**config.mk**
```make
export PLATFORM = sky130hd
export DESIGN_NAME = icache_tag_lookup_flat
export DESIGN_NICKNAME = d
export VERILOG_FILES = /design/src/rtl/icache_tag_pkg.sv /design/src/rtl/icache_tag_lookup_if.sv /design/src/rtl/icache_victim_lfsr.sv /design/src/rtl/icache_tag_lookup.sv /design/src/flat_wrapper.sv
export SDC_FILE = /design/constraint.sdc
export NUM_CORES = 1
export LEC_CHECK = 0
export CORE_ASPECT_RATIO = 0.7
export CORE_MARGIN = 10
export CORE_UTILIZATION = 39
export DETAILED_ROUTE_END_ITERATION = 12
export PLACE_DENSITY = 0.82
export SYNTH_ARGS = -nofsm -noshare
export SYNTH_HDL_FRONTEND = slang
export SYNTH_SLANG_ARGS = --single-unit
export TNS_END_PERCENT = 20
```
**constraint.sdc**
```tcl
create_clock -name clock -period 2.1 [get_ports clock]
set_clock_uncertainty 0.1 [all_clocks]
set_input_delay 0.21 -clock clock [delete_from_list [all_inputs] [get_ports clock]]
set_output_delay 0.21 -clock clock [all_outputs]
set_load 0.02 [all_outputs]
```
**src/rtl/icache_tag_pkg.sv**
```systemverilog
// Shared constants and types for the instruction-cache tag lookup stage.
package icache_tag_pkg;

    localparam int SETS    = 128;
    localparam int WAYS    = 2;
    localparam int ENTRY_W = 20;
    localparam int TAG_W   = ENTRY_W - 1;
    localparam int IDX_W   = $clog2(SETS);
    localparam int LFSR_W  = 16;

    // Fibonacci LFSR for x^16 + x^14 + x^13 + x^11 + 1, shifting left.
    // Tap n of the polynomial sits at state bit n-1.
    localparam logic [LFSR_W-1:0] LFSR_SEED = 16'h0001;
    localparam logic [LFSR_W-1:0] LFSR_TAPS = 16'hB400;

    typedef enum logic [1:0] {
        ST_INIT  = 2'd0,
        ST_RUN   = 2'd1,
        ST_FLUSH = 2'd2
    } state_t;

    // One way of the tag SRAM: {valid, tag}.
    typedef struct packed {
        logic             valid;
        logic [TAG_W-1:0] tag;
    } entry_t;

    // A way matches only when it holds a valid copy of the wanted tag.
    function automatic logic entry_match(input entry_t e, input logic [TAG_W-1:0] tag);
        return e.valid && (e.tag == tag);
    endfunction

endpackage

```
**src/rtl/icache_tag_lookup_if.sv**
```systemverilog
// Bus bundle for the tag lookup stage: lookup, refill, flush and the SRAM port.
//
// Handshake semantics: a lookup or refill transfers in the cycle where its
// valid and ready are both high; the requester must not assume transfer
// otherwise, and ready may depend combinationally on the same-cycle valids
// and flush_req. resp_valid is a one-cycle strobe with no backpressure.
// flush_req is a single-cycle pulse and needs no ready.
interface icache_tag_lookup_if;
    import icache_tag_pkg::*;

    logic               req_valid;
    logic               req_ready;
    logic [IDX_W-1:0]   req_idx;
    logic [TAG_W-1:0]   req_tag;

    logic               resp_valid;
    logic               resp_hit;
    logic               resp_way;
    logic               resp_victim;
    logic               resp_multihit;

    logic               refill_valid;
    logic               refill_ready;
    logic [IDX_W-1:0]   refill_idx;
    logic               refill_way;
    logic [TAG_W-1:0]   refill_tag;

    logic               flush_req;
    logic               busy;
    state_t             dbg_state;

    logic               arr_en;
    logic               arr_wmode;
    logic [IDX_W-1:0]   arr_addr;
    logic [ENTRY_W-1:0] arr_wdata0;
    logic [ENTRY_W-1:0] arr_wdata1;
    logic [WAYS-1:0]    arr_wmask;
    logic [ENTRY_W-1:0] arr_rdata0;
    logic [ENTRY_W-1:0] arr_rdata1;

    // Lookup stage side.
    modport slave (
        input  req_valid, req_idx, req_tag,
        output req_ready,
        output resp_valid, resp_hit, resp_way, resp_victim, resp_multihit,
        input  refill_valid, refill_idx, refill_way, refill_tag,
        output refill_ready,
        input  flush_req,
        output busy, dbg_state,
        output arr_en, arr_wmode, arr_addr, arr_wdata0, arr_wdata1, arr_wmask,
        input  arr_rdata0, arr_rdata1
    );

    // Requester plus SRAM side.
    modport master (
        output req_valid, req_idx, req_tag,
        input  req_ready,
        input  resp_valid, resp_hit, resp_way, resp_victim, resp_multihit,
        output refill_valid, refill_idx, refill_way, refill_tag,
        input  refill_ready,
        output flush_req,
        input  busy, dbg_state,
        input  arr_en, arr_wmode, arr_addr, arr_wdata0, arr_wdata1, arr_wmask,
        output arr_rdata0, arr_rdata1
    );

endinterface

```
**src/rtl/icache_victim_lfsr.sv**
```systemverilog
// 16-bit Fibonacci LFSR used to pick a victim way when both ways are valid.
module icache_victim_lfsr
    import icache_tag_pkg::*;
(
    input  logic clock,
    input  logic reset,
    input  logic advance,
    output logic victim_bit
);

    logic [LFSR_W-1:0] lfsr_q;
    logic              feedback;

    assign feedback   = ^(lfsr_q & LFSR_TAPS);
    assign victim_bit = lfsr_q[0];

    // Shift in the feedback bit only when a miss response consumed a victim.
    always_ff @(posedge clock or posedge reset) begin
        if (reset) begin
            lfsr_q <= LFSR_SEED;
        end else if (advance) begin
            lfsr_q <= {lfsr_q[LFSR_W-2:0], feedback};
        end
    end

endmodule

```
**src/rtl/icache_tag_lookup.sv**
```systemverilog
// Control stage around the 2-way tag SRAM: arbitrates the invalidate sweep,
// refill writes and lookups onto the single RW port, and turns read data into
// hit / way / victim one cycle after a lookup is accepted.
module icache_tag_lookup
    import icache_tag_pkg::*;
(
    input  logic clock,
    input  logic reset,
    icache_tag_lookup_if.slave bus
);

    state_t           state_q, state_d;
    logic [IDX_W-1:0] cnt_q, cnt_d;
    logic             pend_q;
    logic [TAG_W-1:0] tag_q;
    logic             lookup_fire;
    entry_t           fill_entry;
    entry_t           rd0, rd1;
    logic             m0, m1, hit;
    logic             lfsr_bit, lfsr_adv;

    assign bus.busy      = (state_q != ST_RUN);
    assign bus.dbg_state = state_q;

    // FSM state and sweep counter; reset always restarts the INIT sweep at set 0.
    always_ff @(posedge clock or posedge reset) begin
        if (reset) begin
            state_q <= ST_INIT;
            cnt_q   <= '0;
        end else begin
            state_q <= state_d;
            cnt_q   <= cnt_d;
        end
    end

    // Next state, ready signals and the one SRAM operation of this cycle.
    always_comb begin
        state_d          = state_q;
        cnt_d            = cnt_q;
        lookup_fire      = 1'b0;
        bus.req_ready    = 1'b0;
        bus.refill_ready = 1'b0;
        bus.arr_en       = 1'b0;
        bus.arr_wmode    = 1'b0;
        bus.arr_addr     = '0;
        bus.arr_wdata0   = '0;
        bus.arr_wdata1   = '0;
        bus.arr_wmask    = '0;
        fill_entry       = '{valid: 1'b1, tag: bus.refill_tag};
        case (state_q)
            ST_INIT, ST_FLUSH: begin
                // Zero both ways of one set per cycle; flush_req is ignored here.
                bus.arr_en    = 1'b1;
                bus.arr_wmode = 1'b1;
                bus.arr_addr  = cnt_q;
                bus.arr_wmask = 2'b11;
                // The counter wraps back to 0 on the last set, ready for the next sweep.
                cnt_d         = cnt_q + IDX_W'(1);
                if (cnt_q == IDX_W'(SETS - 1)) begin
                    state_d = ST_RUN;
                end
            end
            ST_RUN: begin
                bus.refill_ready = !bus.flush_req;
                bus.req_ready    = !bus.flush_req && !bus.refill_valid;
                if (bus.flush_req) begin
                    state_d = ST_FLUSH;
                end else if (bus.refill_valid) begin
                    bus.arr_en     = 1'b1;
                    bus.arr_wmode  = 1'b1;
                    bus.arr_addr   = bus.refill_idx;
                    bus.arr_wdata0 = fill_entry;
                    bus.arr_wdata1 = fill_entry;
                    bus.arr_wmask  = bus.refill_way ? 2'b10 : 2'b01;
                end else if (bus.req_valid) begin
                    bus.arr_en   = 1'b1;
                    bus.arr_addr = bus.req_idx;
                    lookup_fire  = 1'b1;
                end
            end
            default: begin
                state_d = ST_INIT;
                cnt_d   = '0;
            end
        endcase
    end

    // Remember that a read is in flight and which tag it must be compared with.
    always_ff @(posedge clock or posedge reset) begin
        if (reset) begin
            pend_q <= 1'b0;
            tag_q  <= '0;
        end else begin
            pend_q <= lookup_fire;
            if (lookup_fire) begin
                tag_q <= bus.req_tag;
            end
        end
    end

    assign rd0 = entry_t'(bus.arr_rdata0);
    assign rd1 = entry_t'(bus.arr_rdata1);

    // Compare the SRAM read data as-is; a refill landing now cannot change it.
    always_comb begin
        m0                = entry_match(rd0, tag_q);
        m1                = entry_match(rd1, tag_q);
        hit               = m0 | m1;
        bus.resp_valid    = pend_q;
        bus.resp_hit      = pend_q & hit;
        bus.resp_way      = pend_q & m1 & ~m0;
        bus.resp_multihit = pend_q & m0 & m1;
        bus.resp_victim   = 1'b0;
        if (pend_q) begin
            if (!rd0.valid) begin
                bus.resp_victim = 1'b0;
            end else if (!rd1.valid) begin
                bus.resp_victim = 1'b1;
            end else begin
                bus.resp_victim = lfsr_bit;
            end
        end
        lfsr_adv = pend_q & ~hit;
    end

    icache_victim_lfsr u_lfsr (
        .clock      (clock),
        .reset      (reset),
        .advance    (lfsr_adv),
        .victim_bit (lfsr_bit)
    );

endmodule

```
**src/flat_wrapper.sv**
```systemverilog
// flat-port wrapper written by rule: the top's interface ports become plain ports
module icache_tag_lookup_flat import icache_tag_pkg::*;
  (clock, reset, bus_req_valid, bus_req_idx, bus_req_tag, bus_req_ready, bus_resp_valid, bus_resp_hit, bus_resp_way, bus_resp_victim, bus_resp_multihit, bus_refill_valid, bus_refill_idx, bus_refill_way, bus_refill_tag, bus_refill_ready, bus_flush_req, bus_busy, bus_dbg_state, bus_arr_en, bus_arr_wmode, bus_arr_addr, bus_arr_wdata0, bus_arr_wdata1, bus_arr_wmask, bus_arr_rdata0, bus_arr_rdata1);
  icache_tag_lookup_if bus_i ();
  input  logic clock;
  input  logic reset;
  input wire logic [$bits(bus_i.req_valid)-1:0] bus_req_valid;
  input wire logic [$bits(bus_i.req_idx)-1:0] bus_req_idx;
  input wire logic [$bits(bus_i.req_tag)-1:0] bus_req_tag;
  output wire logic [$bits(bus_i.req_ready)-1:0] bus_req_ready;
  output wire logic [$bits(bus_i.resp_valid)-1:0] bus_resp_valid;
  output wire logic [$bits(bus_i.resp_hit)-1:0] bus_resp_hit;
  output wire logic [$bits(bus_i.resp_way)-1:0] bus_resp_way;
  output wire logic [$bits(bus_i.resp_victim)-1:0] bus_resp_victim;
  output wire logic [$bits(bus_i.resp_multihit)-1:0] bus_resp_multihit;
  input wire logic [$bits(bus_i.refill_valid)-1:0] bus_refill_valid;
  input wire logic [$bits(bus_i.refill_idx)-1:0] bus_refill_idx;
  input wire logic [$bits(bus_i.refill_way)-1:0] bus_refill_way;
  input wire logic [$bits(bus_i.refill_tag)-1:0] bus_refill_tag;
  output wire logic [$bits(bus_i.refill_ready)-1:0] bus_refill_ready;
  input wire logic [$bits(bus_i.flush_req)-1:0] bus_flush_req;
  output wire logic [$bits(bus_i.busy)-1:0] bus_busy;
  output wire logic [$bits(bus_i.dbg_state)-1:0] bus_dbg_state;
  output wire logic [$bits(bus_i.arr_en)-1:0] bus_arr_en;
  output wire logic [$bits(bus_i.arr_wmode)-1:0] bus_arr_wmode;
  output wire logic [$bits(bus_i.arr_addr)-1:0] bus_arr_addr;
  output wire logic [$bits(bus_i.arr_wdata0)-1:0] bus_arr_wdata0;
  output wire logic [$bits(bus_i.arr_wdata1)-1:0] bus_arr_wdata1;
  output wire logic [$bits(bus_i.arr_wmask)-1:0] bus_arr_wmask;
  input wire logic [$bits(bus_i.arr_rdata0)-1:0] bus_arr_rdata0;
  input wire logic [$bits(bus_i.arr_rdata1)-1:0] bus_arr_rdata1;
  assign bus_i.req_valid = bus_req_valid;
  assign bus_i.req_idx = bus_req_idx;
  assign bus_i.req_tag = bus_req_tag;
  assign bus_req_ready = bus_i.req_ready;
  assign bus_resp_valid = bus_i.resp_valid;
  assign bus_resp_hit = bus_i.resp_hit;
  assign bus_resp_way = bus_i.resp_way;
  assign bus_resp_victim = bus_i.resp_victim;
  assign bus_resp_multihit = bus_i.resp_multihit;
  assign bus_i.refill_valid = bus_refill_valid;
  assign bus_i.refill_idx = bus_refill_idx;
  assign bus_i.refill_way = bus_refill_way;
  assign bus_i.refill_tag = bus_refill_tag;
  assign bus_refill_ready = bus_i.refill_ready;
  assign bus_i.flush_req = bus_flush_req;
  assign bus_busy = bus_i.busy;
  assign bus_dbg_state = bus_i.dbg_state;
  assign bus_arr_en = bus_i.arr_en;
  assign bus_arr_wmode = bus_i.arr_wmode;
  assign bus_arr_addr = bus_i.arr_addr;
  assign bus_arr_wdata0 = bus_i.arr_wdata0;
  assign bus_arr_wdata1 = bus_i.arr_wdata1;
  assign bus_arr_wmask = bus_i.arr_wmask;
  assign bus_i.arr_rdata0 = bus_arr_rdata0;
  assign bus_i.arr_rdata1 = bus_arr_rdata1;
  icache_tag_lookup u_core (.clock(clock), .reset(reset), .bus(bus_i));
endmodule
```
==> flow_summary.toml <==
[synthesis]
yosysWarnings = 0
ys_ff_latch = 45
yosys-top-cells-area = "dfrtp_1, mux2_2, xor2_1, xnor2_1, buf_4"
syn_area_um2 = 2790
syn_nets = 352
syn-instance-count = 253
synth_top_cell_by_area = "dfrtp_1"
ys_types = 32
synth-seq-area-share_pct = 40.3
synth.avg_cell_area_um2 = 11.0
yosysTopAreaCellShare_pct = 39.4

[timing]
finalHoldViolations = 0
max_freq_ghz = 0.458
slew_headroom_pct = 70.0
setup_viol = 10
rsz0062_at_grt = "true"
setup_ws_ns = -0.0833
finalMaxSlewViolations = 0
tightest_slew_ns = 0.449
fin_crit_ns = 2.18
fin_crit_sh_pct = 104
finalSetupTns_ns = -0.278

[grt]
grt_pass1_vias = 2645
gr-max-usage-layer = "met2"
grt_antenna_before_repair = 0
globalRouteMet2Util_pct = 30.5
track_usage_pct = 17.8
grt_pass1_wl_um = 15400
grt-ovfl-total = 0
grtUsageMet3_pct = 3.56
met1_usage_pct = 22.6
grt_max_degree = 28

[final_layout]
drive_gt1_share_pct = 34.2
nets = 522
final_cells = 518
fin_area_um2 = 4520
diodes = 0
syn_to_final_growth_pct = 61.6

[setup_path]
crit_type = "reg2out"
end_kind = "output port"
critPathLaunch = "u_core.tag_q[5]"
reg2reg_from = "u_core.tag_q[13]"
start_kind = "flip-flop"
path_cells = "xor2_1, nor4_2, nand4_2, or2_4, nor2b_1, buf_4"
worstPathRequired_ns = 1.79
slowest_delay_ns = 0.40
worst-path-buf-inv = 1
critPathMaxFanout = 2
arrival_ns = 1.87
crit_slowest_cell = "dfrtp_1"
crit_family = "simple AND/OR/NAND/NOR gates"

[clock_tree]
htreeDepth = 2
root_buffer = "clkbuf_8"
clock_latency_ns = 0.30
cts_buffers = 5
cts_hold_buf = 0
clkTransAtPathRegs_ns = 0.09
max-clock-path-buffers = 2
clock_sinks = 45
cts_tree = "done"

[power]
max-vdd-ir-drop_mv = 0.241
p_leak_nw = 2.22
p_total_w = 0.00178
pwr_density_cell_nw_per_um2 = 394

[floorplanning]
coreArea_um2 = 6850
row_count = 25
die_y_um = 90.8
num_io_pins = 159
dieArea_um2 = 11000
start_util_pct = 40.8
die_w_um = 121

[route]
drt_iter0_markers = 101
drc = 0
num_vias = 2445
ant_nets = 0
viasPerCell = 4.72
drt-wirelength-per-cell_um = 20.1
routed_wl_um = 10400
drt-pass1-iter-count = 6

[place]
dpl_worst_slack_ns = -0.482
dpl.cell_count = 509
postPlaceCellArea_um2 = 4540
gp_congestion = 0.835
dpl.hpwl_um = 8420
portBuffers = 158

[min_path]
hold_path_class = "in2async"

[run]
maxCapViolations = 0

[status]
status = "finished with violations"
violations = "setup timing"
state kept, by name (all words and copies together) (netlist names):
register               cells
u_core.cnt_q               7
u_core.tag_q              19
u_core.u_lfsr.lfsr_q      16
u_core.bus.dbg_state       2
u_core.bus.resp_valid      1
power by group:
part           internal [W]  switching [W]
clock              0.000357       0.000290
sequential         0.000866              0
combinational      0.000188      0.0000775
cell usage after synthesis:
cell type and count:
a21boi_0 1, a21oi_1 5, a221o_1 6, and2_1 20, and3_1 1, buf_12 1
buf_4 21, buf_6 2, clkbuf_1 5, dfrtp_1 44, dfstp_2 1, ha_1 1
inv_1 10, mux2_2 25, mux2_4 9, mux2i_1 1, nand2_1 11, nand3_1 3
nand3_4 1, nand4_1 4, nand4_2 2, nand4b_1 1, nor2_1 7, nor2b_1 7
nor4_2 6, o211ai_1 1, o21ai_0 6, o22ai_1 3, o31ai_1 2, or2_2 2
xnor2_1 19, xor2_1 25
cell usage in the layout, fill, tap and decap left out, types with 3 or more instances in the layout:
cell,n
a21oi_1,4
a221o_1,6
and2_1,19
buf_2,6
buf_4,32
buf_6,4
clkbuf_2,38
clkbuf_8,5
clkdlybuf4s50_1,100
dfrtp_1,44
dlygate4sd2_1,7
inv_1,9
mux2_2,19
mux2_4,15
nand2_1,11
nand3_1,3
nand4_1,4
nor2_1,4
nor2_2,3
nor2b_1,6
nor4_2,6
o21ai_0,6
o22ai_1,3
xnor2_1,19
xor2_1,23
layer usage:
layer  routed length [µm]  up-vias  share of wire (%)
met5                    0        -                  0
met4                   52        0               0.50
met3                  413        7                4.0
met2                 5310       58                 51
met1                 4630     1205                 44
li1                     -     1175                  -
cell families (layout without fill, tap and decap cells):
logic type | count (synthesis) | in the layout | synth area share, %
AO/OA/AOI/OAI | 24 | 24 | 5.87
XOR/XNOR | 44 | 44 | 13.8
adder cells (fa/ha/maj) | 1 | 1 | 0.448
buffers and inverters | 39 | 209 | 9.18
flip-flops | 45 | 45 | 40.3
multiplexers | 35 | 35 | 15.3
AND/OR/NAND/NOR | 65 | 66 | 15.1
per-stage QoR:
| stage | hold WS (ns) | util [%] |
|---|---|---|
| 3_5_place_dp | 0.392 | 66.3 |
| 3_3_place_gp | 0.383 | 66.3 |
| 6_report | 0.125 | 65.9 |
| 2_1_floorplan | 0.227 | - |
| 5_1_grt | 0.155 | 65.9 |
| 4_1_cts | 0.139 | 67.9 |
cell type report:
| class | instances | area, µm² |
|---|---|---|
| clock buffer | 6 | 72.6 |
| clock inverter | 2 | 38.8 |
| fill | 557 | 2330 |
| inverter | 10 | 37.5 |
| multi-input combinational | 170 | 1490 |
| sequential | 45 | 1130 |
| tap | 94 | 118 |
| timing repair buffer | 191 | 1630 |
path summary, 6_finish.rpt:
| kind | endpoint | slack (ns) | depth (start not counted) |
|---|---|---|---|
| max | bus_resp_way | -0.08 | 6 |
| min | u_core.bus.dbg_state[1] | 0.12 | 2 |
| max reg2reg | u_core.u_lfsr.lfsr_q[8] | -0.02 | 7 |
| min reg2reg | u_core.u_lfsr.lfsr_q[3] | 0.41 | 1 |
| max in group asynchronous | u_core.u_lfsr.lfsr_q[0] | 1.22 | 3 |
| min in group clock | u_core.u_lfsr.lfsr_q[3] | 0.41 | 1 |
what timing repair did:
item,CTS,global route
pin swaps,10,8
gates cloned,0,1
gates resized for setup,103,83
setup buffers,1,0
endpoints found under the setup margin,71,67
No activity file was read; power rests on OpenSTA's default activity.
